`config.mk`:
```
export PLATFORM = sky130hd
export DESIGN_NAME = axi_read_arbiter
export DESIGN_NICKNAME = d
export VERILOG_FILES = /design/src/rtl/axi_pkg.sv /design/src/rtl/rr_arbiter2.sv /design/src/rtl/axi_read_arbiter.sv
export SDC_FILE = /design/constraint.sdc
export NUM_CORES = 1
export LEC_CHECK = 0
export ABC_CLOCK_PERIOD_IN_PS = 2320
export CAP_MARGIN = 40
export CORE_MARGIN = 4
export CORE_UTILIZATION = 25
export DETAILED_ROUTE_END_ITERATION = 12
export PLACE_DENSITY_LB_ADDON = 0.05
export REMOVE_ABC_BUFFERS = 1
export SLEW_MARGIN = 20
export SYNTH_ARGS = -nofsm -noshare
export SYNTH_HDL_FRONTEND = slang
export SYNTH_SLANG_ARGS = --single-unit
```
`constraint.sdc`:
```
create_clock -name clk -period 2.32 [get_ports clk]
set_clock_uncertainty 0.1 [all_clocks]
set_input_delay 0.464 -clock clk [delete_from_list [all_inputs] [get_ports clk]]
set_output_delay 0.464 -clock clk [all_outputs]
set_load 0.02 [all_outputs]
```
`src/rtl/axi_pkg.sv`:
```
// Shared AXI definitions: arbiter FSM states, response codes and a one-hot helper.
package axi_pkg;

  typedef enum logic [1:0] {
    IDLE = 2'd0,
    ADDR = 2'd1,
    DATA = 2'd2
  } arb_state_e;

  localparam logic [1:0] RESP_OKAY   = 2'b00;
  localparam logic [1:0] RESP_EXOKAY = 2'b01;
  localparam logic [1:0] RESP_SLVERR = 2'b10;
  localparam logic [1:0] RESP_DECERR = 2'b11;

  function automatic logic [1:0] onehot2(input logic idx);
    return idx ? 2'b10 : 2'b01;
  endfunction

endpackage

```
`src/rtl/rr_arbiter2.sv`:
```
// Two-way round-robin selector: rr names the requester preferred on a tie.
module rr_arbiter2 (
  input  logic [1:0] req,
  input  logic       rr,
  output logic [1:0] grant
);

  // A lone requester always wins; a tie goes to the requester rr points at.
  always_comb begin
    grant = req;
    if (req == 2'b11) begin
      grant = axi_pkg::onehot2(rr);
    end
  end

endmodule

```
`src/rtl/axi_read_arbiter.sv`:
```
// Arbitrates two AXI read masters onto one slave, one whole burst per grant,
// with a per-handshake stall timeout that aborts the burst.
module axi_read_arbiter
  import axi_pkg::*;
#(
  parameter int ADDR_WIDTH     = 32,
  parameter int DATA_WIDTH     = 32,
  parameter int TIMEOUT_CYCLES = 256
) (
  input  logic                    clk,
  input  logic                    rst_n,
  input  logic [2*ADDR_WIDTH-1:0] req_araddr,
  input  logic [15:0]             req_arlen,
  input  logic [1:0]              req_arvalid,
  output logic [1:0]              req_arready,
  output logic [DATA_WIDTH-1:0]   req_rdata,
  output logic [1:0]              req_rvalid,
  input  logic [1:0]              req_rready,
  output logic [1:0]              req_rlast,
  output logic [ADDR_WIDTH-1:0]   m_araddr,
  output logic [7:0]              m_arlen,
  output logic                    m_arvalid,
  input  logic                    m_arready,
  input  logic [DATA_WIDTH-1:0]   m_rdata,
  input  logic                    m_rvalid,
  input  logic                    m_rlast,
  output logic                    m_rready,
  output logic [1:0]              grant,
  output logic                    timeout_err
);

  localparam int CNT_W = $clog2(TIMEOUT_CYCLES + 1);
  localparam logic [CNT_W-1:0] CNT_LIMIT = CNT_W'(TIMEOUT_CYCLES - 1);

  arb_state_e            state_q, state_d;
  logic                  rr_q, rr_d;
  logic [1:0]            grant_q, grant_d;
  logic [ADDR_WIDTH-1:0] addr_q, addr_d;
  logic [7:0]            len_q, len_d;
  logic [CNT_W-1:0]      cnt_q, cnt_d;
  logic                  tmo_q, tmo_d;

  logic [1:0] sel;
  logic       owner;
  logic       beat;

  rr_arbiter2 u_rr (
    .req   (req_arvalid),
    .rr    (rr_q),
    .grant (sel)
  );

  assign owner = grant_q[1];
  assign beat  = m_rvalid && req_rready[owner];

  // State register: every flop clears immediately when rst_n drops.
  always_ff @(posedge clk or negedge rst_n) begin
    if (!rst_n) begin
      state_q <= IDLE;
      rr_q    <= 1'b0;
      grant_q <= 2'b00;
      addr_q  <= '0;
      len_q   <= '0;
      cnt_q   <= '0;
      tmo_q   <= 1'b0;
    end else begin
      state_q <= state_d;
      rr_q    <= rr_d;
      grant_q <= grant_d;
      addr_q  <= addr_d;
      len_q   <= len_d;
      cnt_q   <= cnt_d;
      tmo_q   <= tmo_d;
    end
  end

  // Next state: grant in IDLE, wait for address accept, stream beats, abort on stall.
  always_comb begin
    state_d = state_q;
    rr_d    = rr_q;
    grant_d = grant_q;
    addr_d  = addr_q;
    len_d   = len_q;
    cnt_d   = cnt_q;
    tmo_d   = 1'b0;
    case (state_q)
      IDLE: begin
        cnt_d = '0;
        if (|req_arvalid) begin
          state_d = ADDR;
          grant_d = sel;
          addr_d  = sel[1] ? req_araddr[ADDR_WIDTH +: ADDR_WIDTH] : req_araddr[0 +: ADDR_WIDTH];
          len_d   = sel[1] ? req_arlen[8 +: 8] : req_arlen[0 +: 8];
        end
      end
      ADDR: begin
        if (m_arready) begin
          state_d = DATA;
          cnt_d   = '0;
        end else if (cnt_q == CNT_LIMIT) begin
          state_d = IDLE;
          grant_d = 2'b00;
          rr_d    = ~owner;
          cnt_d   = '0;
          tmo_d   = 1'b1;
        end else begin
          cnt_d = cnt_q + 1'b1;
        end
      end
      DATA: begin
        if (beat) begin
          cnt_d = '0;
          if (m_rlast) begin
            state_d = IDLE;
            grant_d = 2'b00;
            rr_d    = ~owner;
          end
        end else if (cnt_q == CNT_LIMIT) begin
          state_d = IDLE;
          grant_d = 2'b00;
          rr_d    = ~owner;
          cnt_d   = '0;
          tmo_d   = 1'b1;
        end else begin
          cnt_d = cnt_q + 1'b1;
        end
      end
      default: begin
        state_d = IDLE;
        grant_d = 2'b00;
        cnt_d   = '0;
      end
    endcase
  end

  // Outputs: accept only in IDLE, drive the slave in ADDR, route the data channel in DATA.
  always_comb begin
    req_arready = 2'b00;
    m_arvalid   = 1'b0;
    m_rready    = 1'b0;
    req_rvalid  = 2'b00;
    req_rlast   = 2'b00;
    req_rdata   = '0;
    m_araddr    = addr_q;
    m_arlen     = len_q;
    grant       = grant_q;
    timeout_err = tmo_q;
    case (state_q)
      IDLE: req_arready = sel;
      ADDR: m_arvalid = 1'b1;
      DATA: begin
        m_rready   = req_rready[owner];
        req_rvalid = m_rvalid ? grant_q : 2'b00;
        req_rlast  = (m_rvalid && m_rlast) ? grant_q : 2'b00;
        req_rdata  = m_rdata;
      end
      default: ;
    endcase
  end

endmodule

```
==> results.yml, run 1 <==
min_path:
  hp-class: "input port to asynchronous set/reset pin"
timing:
  rsz0062_at_grt: "no"
  maxSlewHeadroom: 0.671
  setup-tns-final_ps: 0
  slew_violations: 0
  setup_ws_ps: 103
  finalSetupViolCount: 0
  timing.fmax_mhz: 451
  final.min_clock_period_ps: 2220
  report.final.hold_viol_count: 0
  min_period_over_period: 0.956
  worst_pin_slew_ps: 493
synth:
  syn_avg_cell_area_sq_um: 9.64
  synth_edf_count: 0
  syn-cell-area_sq_um: 2950
  yosysWarnings: 0
  netlist-cell-type-count: 38
  synth_top_area_cell: "dfrtp_1"
  yosys-top-cells-area: "dfrtp_1 47%, mux2i_1 14%, o21ai_0 7.5%, and2_1 7.4%, nand2_1 6.0%"
  synth_top_family_by_area: "simple AND/OR/NAND/NOR gates"
  ys_ff_latch: 55
  ys_seq_area_frac: 0.466
  synth_xor_area_frac: 0.0178
  synth_mux_area_frac: 0.148
  yosys_most_used_dff: "dfrtp_1"
  synth_top_cell_area_share: 0.466
  synthArstFlopShare: 1.00
  synth-compound-area-share: 0.115
  syn_inst: 306
  yosys.area_share.simple: 0.195
  synth_fa_ha_area_frac: 0.0212
worst_setup_path:
  end_kind: "primary output"
  r2r_cells: 8
  cp_max_fo: 12
  critPathArrivalTime_ps: 1650
  cp_num_cells: 5
  worstSetupPathType: "flop to primary output"
  critPathTopFamily: "buffers and inverters"
  crit_buf_inv: 3
  crit_chain: "inv_1 -> ha_2 -> buf_4 -> and2_1 -> dlygate4sd2_1"
  start_kind: "flop"
  required_ps: 1760
  worst_path_max_delay_cell: "dfrtp_1"
  crit_path_max_incr_delay_ps: 380
global_routing:
  grt.total_usage: 0.136
  antenna_found_initial: 0
  grt_use_met1: 0.174
  met3_usage: 0.0487
  grt_max_degree: 73
  grt_pass1_wl_mm: 14.7
  grt.busiest_layer: "met2"
  use_met2: 0.222
  grt_overflow: 0
  grt_pass1_vias: 2847
run:
  cap_violations: 0
floorplanning:
  pin_count: 204
  start_util: 0.257
  core-area_sq_um: 11500
  die_h_um: 117
  dieArea_sq_um: 13600
  rows: 39
  die_x_um: 117
run_status:
  status: "completed"
routing:
  vias: 2860
  first_iter_violations: 90
  drt-total-wl_mm: 9.54
  drc: 0
  routedWlPerCell_um: 14.4
  drt-pass1-iter-count: 6
  via_per_inst: 4.33
  ant_nets: 0
place:
  dpl_worst_slack_ps: -232
  dp_hpwl_mm: 7.65
  place_congestion: 0.803
  dpl.cell_count: 653
  portBuffers: 203
power_and_ir_drop:
  p_seq_frac: 0.289
  power_density_nw_per_um2: 1010
  pwr-share-clk: 0.157
  switching_power_uw: 2140
  p_sw_frac: 0.393
  p_leak_uw: 0.00253
  irDropWorstVdd_mv: 0.437
  power.total_uw: 5440
  combPwrFrac: 0.553
  intPower_uw: 3300
final_layout:
  drive_gt1_frac: 0.0792
  fin_nets: 643
  post-route-util: 0.470
  syn_to_final_growth_pct: 82.5
  num_antenna_cells: 0
  instances_no_fill: 661
clock_tree:
  numCtsBuffers: 5
  cts_tree: "done"
  insertion_delay_ps: 290
  clock_sink_count: 55
  cts_root_buffer: "clkbuf_16"
  cts_htree_levels: 2
  clk_path_buf_depth: 2
  clk_pin_slew_ps: 70
-- layout by cell type (no fill, tap or decap), types with 2 or more instances in the layout --
| master | n |
|---|---|
| xnor2_1 | 4 |
| xor2_1 | 2 |
| nor3_1 | 2 |
| dfrtp_1 | 55 |
| o211ai_1 | 3 |
| nand2_1 | 46 |
| nor2_1 | 17 |
| o21ai_0 | 44 |
| buf_4 | 13 |
| clkdlybuf4s50_1 | 162 |
| mux2i_1 | 40 |
| and2_1 | 35 |
| or4b_1 | 2 |
| dlygate4sd2_1 | 36 |
| clkbuf_16 | 5 |
| clkbuf_2 | 4 |
| buf_12 | 4 |
| or3_1 | 2 |
| nand3_1 | 3 |
| inv_1 | 9 |
| ha_1 | 4 |
-- routing by layer --
metal / vias to the layer above / routed length, um
met5: - / 0
met4: 0 / 88
met3: 6 / 973
met2: 124 / 4360
met1: 1276 / 4120
li1: 1454 / -
-- synth_stat cells (all sizes together), types with 2 or more instances --
cell type and instances:
dfrtp 55, o21ai 45, a31o 2, nor2 17, buf 5, and2b 2, inv 9, and2 35
ha 5, xor2 2, clkbuf 11, mux2i 41, xnor2 4, nand3 3, or2 2, nand2 47
or4b 2, o211ai 3, nor3 2, or3 2
-- path summary, 6_finish.rpt --
path | startpoint | endpoint | slack, ps
min in group clk | cnt_q[0] | cnt_q[0] | 360
setup reg to reg | state_q[1] | grant[1] | 320
hold reg to reg | cnt_q[0] | cnt_q[0] | 360
hold / removal | rst_n | rr_q | 30
max in group asynchronous | rst_n | m_arlen[7] | 1530
setup / recovery | state_q[0] | req_rdata[28] | 100
-- cell type report --
class,count,area [sq um]
inverter,9,33.8
tap,143,179
timing repair buffer,220,2140
fill,1104,6080
clock buffer,6,129
clock inverter,2,38.8
sequential,55,1380
multi-input combinational,226,1490
-- power by group through the flow --
| stage | Sequential, uW | Combinational [uW] | Clock (uW) |
|---|---|---|---|
| 6_report | 1580 | 3010 | 856 |
| 5_1_grt | 1630 | 3300 | 925 |
| 4_1_cts | 1580 | 3080 | 896 |
| 3_5_place_dp | 1580 | 3160 | 0 |
| 3_3_place_gp | 1580 | 3140 | 0 |
| 2_1_floorplan | 2010 | 1110 | 0 |
-- per-stage QoR --
step           instance area, sq um  hold slack, ps
2_1_floorplan                  2880            68.4
3_3_place_gp                   5280             350
3_5_place_dp                   5280             355
4_1_cts                        5400            46.0
5_1_grt                        5390            67.7
6_report                       5390            31.0
-- cell families (layout without fill, tap and decap cells) --
group | after synthesis | count (layout)
compound gates | 57 | 57
xor+xnor | 6 | 6
fa+ha+maj | 5 | 5
buf+inv | 25 | 237
flops | 55 | 55
mux | 42 | 42
simple gates | 116 | 116
-- registers in the layout, indices dropped and copies added, names as in the netlist --
register	flops
m_araddr	32
cnt_q	9
m_arlen	8
grant	2
state_q	2
rr_q	1
timeout_err	1
-- what timing repair did --
action / CTS / global route
setup buffers: 0 / 0
hold buffers: 0 / 0
endpoints found under the setup margin: 39 / 4
resized for setup: 43 / 8
pin swaps: 0 / 0
Note: power is estimated with default switching activity, not from simulation.
==> inputs of run 2 (changes only) <==
Settings changed: ABC_CLOCK_PERIOD_IN_PS 2320 to 1950, SLEW_MARGIN 20 to 5.
Clock period 2.32 ns to 1.95 ns, I/O delays scaled along.
==> results.yml, run 2 (synthesized netlist as in run 1, its figures left out) <==
run_status:
  status: "complete, but fails checks"
  failed_checks: "setup timing"
global_routing:
  grt_max_degree: 51
  grt_pass1_vias: 2932
  antenna_found_initial: 0
  grt_pass1_wl_mm: 15.5
  grt.total_usage: 0.145
  grt_overflow: 0
place:
  portBuffers: 203
  placed_cell_area_sq_um: 5380
  place_congestion: 0.768
  dp_hpwl_mm: 7.98
timing:
  setup-tns-final_ps: -97.8
  min_period_over_period: 1.01
  report.final.hold_viol_count: 0
  maxSlewHeadroom: 0.701
  finalSetupViolCount: 16
  timing.fmax_mhz: 509
  holdWs_ps: 357
  slew_violations: 0
  final.min_clock_period_ps: 1960
  worst_pin_slew_ps: 448
  rsz0062_at_grt: "yes"
  setup_ws_ps: -14.8
final_layout:
  fin_area_sq_um: 5660
  drive_gt1_frac: 0.218
  fin_nets: 657
  num_antenna_cells: 0
  layout_common_cells: "160 x clkdlybuf4s50_1, 53 x dfrtp_1, 45 x nand2_1"
  largest_reg_flops: 32
  syn_to_final_growth_pct: 92.0
  layout_commonest_cell: "clkdlybuf4s50_1"
worst_setup_path:
  r2r_cells: 7
  cp_max_fo: 16
  r2r_slack_ps: 50
  start_kind: "flop"
  timing.rr.start: "state_q[1]"
  worstSetupPathType: "flop to primary output"
  end_kind: "primary output"
  critPathArrivalTime_ps: 1470
  required_ps: 1460
  r2r-end: "grant[1]"
power_and_ir_drop:
  irDropWorstVdd_mv: 0.478
  power.total_uw: 6960
  p_leak_uw: 0.00259
  p_seq_frac: 0.269
  switching_power_uw: 2700
  power_density_nw_per_um2: 1230
  intPower_uw: 4260
  p_sw_frac: 0.388
  pwr-share-clk: 0.149
  combPwrFrac: 0.582
routing:
  ant_nets: 0
  drt-pass1-iter-count: 4
  vias: 2980
  first_iter_violations: 94
  drt-total-wl_mm: 10.2
  routedWlPerCell_um: 15.1
  via_per_inst: 4.41
  drc: 0
min_path:
  hp-class: "flop to flop"
  whs_endpoint: "cnt_q[0]"
  whs_path_depth: 1
  hold_path.startpoint: "cnt_q[0]"
clock_tree:
  clock_sink_count: 55
  cts_tree: "done"
  clk_pin_slew_ps: 70
  numCtsBuffers: 5
  clk_path_buf_depth: 2
  cts_htree_levels: 2
  insertion_delay_ps: 290
  cts_root_buffer: "clkbuf_16"
floorplanning:
  core-area_sq_um: 11500
  start_util: 0.257
  die_h_um: 117
  rows: 39
  die_x_um: 117
  pin_count: 204
  dieArea_sq_um: 13600
run:
  cap_violations: 0
==> run 2: changes by cell type in the layout (fill, tap and decap cells not counted), sizes merged <==
cell,change
buf,+51
clkbuf,-3
clkdlybuf4s15,+1
clkdlybuf4s50,-2
dlygate4sd2,-36
dlygate4sd3,+1
dlymetal6s2s,+2
==> run 2: worst max-delay path by stage <==
stage / start / end / cells past startpoint
2_1_floorplan: req_arvalid[0] / req_arready[1] / 3
3_3_place_gp: req_arvalid[0] / req_arready[0] / 4
3_5_place_dp: req_arvalid[0] / req_arready[0] / 4
4_1_cts: state_q[0] / req_rdata[16] / 5
5_1_grt: state_q[1] / req_rdata[11] / 5
6_report: state_q[1] / req_rdata[11] / 5
==> run 2: metal layers <==
layer	global-route usage	routed length, um	part of all wire	vias up
met2	0.241	4900	0.48	127
met5	0	0	0	-
met3	0.0528	970	0.095	8
met4	0.0298	85	0.0083	0
met1	0.182	4250	0.42	1363
li1	-	-	-	1482
==> run 2: area by class of cell <==
| class | count | area [sq um] |
|---|---|---|
| clock buffers | 6 | 129 |
| clock inverters | 2 | 38.8 |
| fillers | 1093 | 5800 |
| repair buffers | 234 | 2330 |
| flip-flops and latches | 55 | 1380 |
| inverters | 9 | 33.8 |
| multi-input cells | 226 | 1570 |
| well taps | 143 | 179 |
==> run 2: repair_timing <==
action	4_1_cts	5_1_grt
setup buffers	0	1
resized for setup	182	56
endpoints found under the hold margin	14	0
setup endpoints to repair	43	51
pin swaps	2	8
hold buffers	1	0
gates cloned	1	1
==> run 2: metrics by stage <==
step / utilization / cells / worst slack, ps
after detailed placement: 0.469 / 663 / -400
after floorplan: - / 290 / -2070
after CTS: 0.476 / 673 / -38.9
after global routing: 0.494 / 675 / -63.6
final: 0.494 / 675 / -14.8
after global placement: 0.469 / 663 / -382
==> run 2: critical path, cell delays in order (launching register included) <==
cell     delay (ps)
dfrtp_2         440
ha_4            200
buf_12          130
buf_16          140
and2_4          140
buf_6           120
==> run 2: power by group through the flow <==
stage | clock network [uW] | registers (uW) | logic, uW
3_5_place_dp | 0 | 1870 | 3900
3_3_place_gp | 0 | 1870 | 3880
4_1_cts | 1080 | 1870 | 3890
5_1_grt | 1130 | 1950 | 4390
2_1_floorplan | 0 | 2390 | 1320
6_report | 1030 | 1870 | 4050
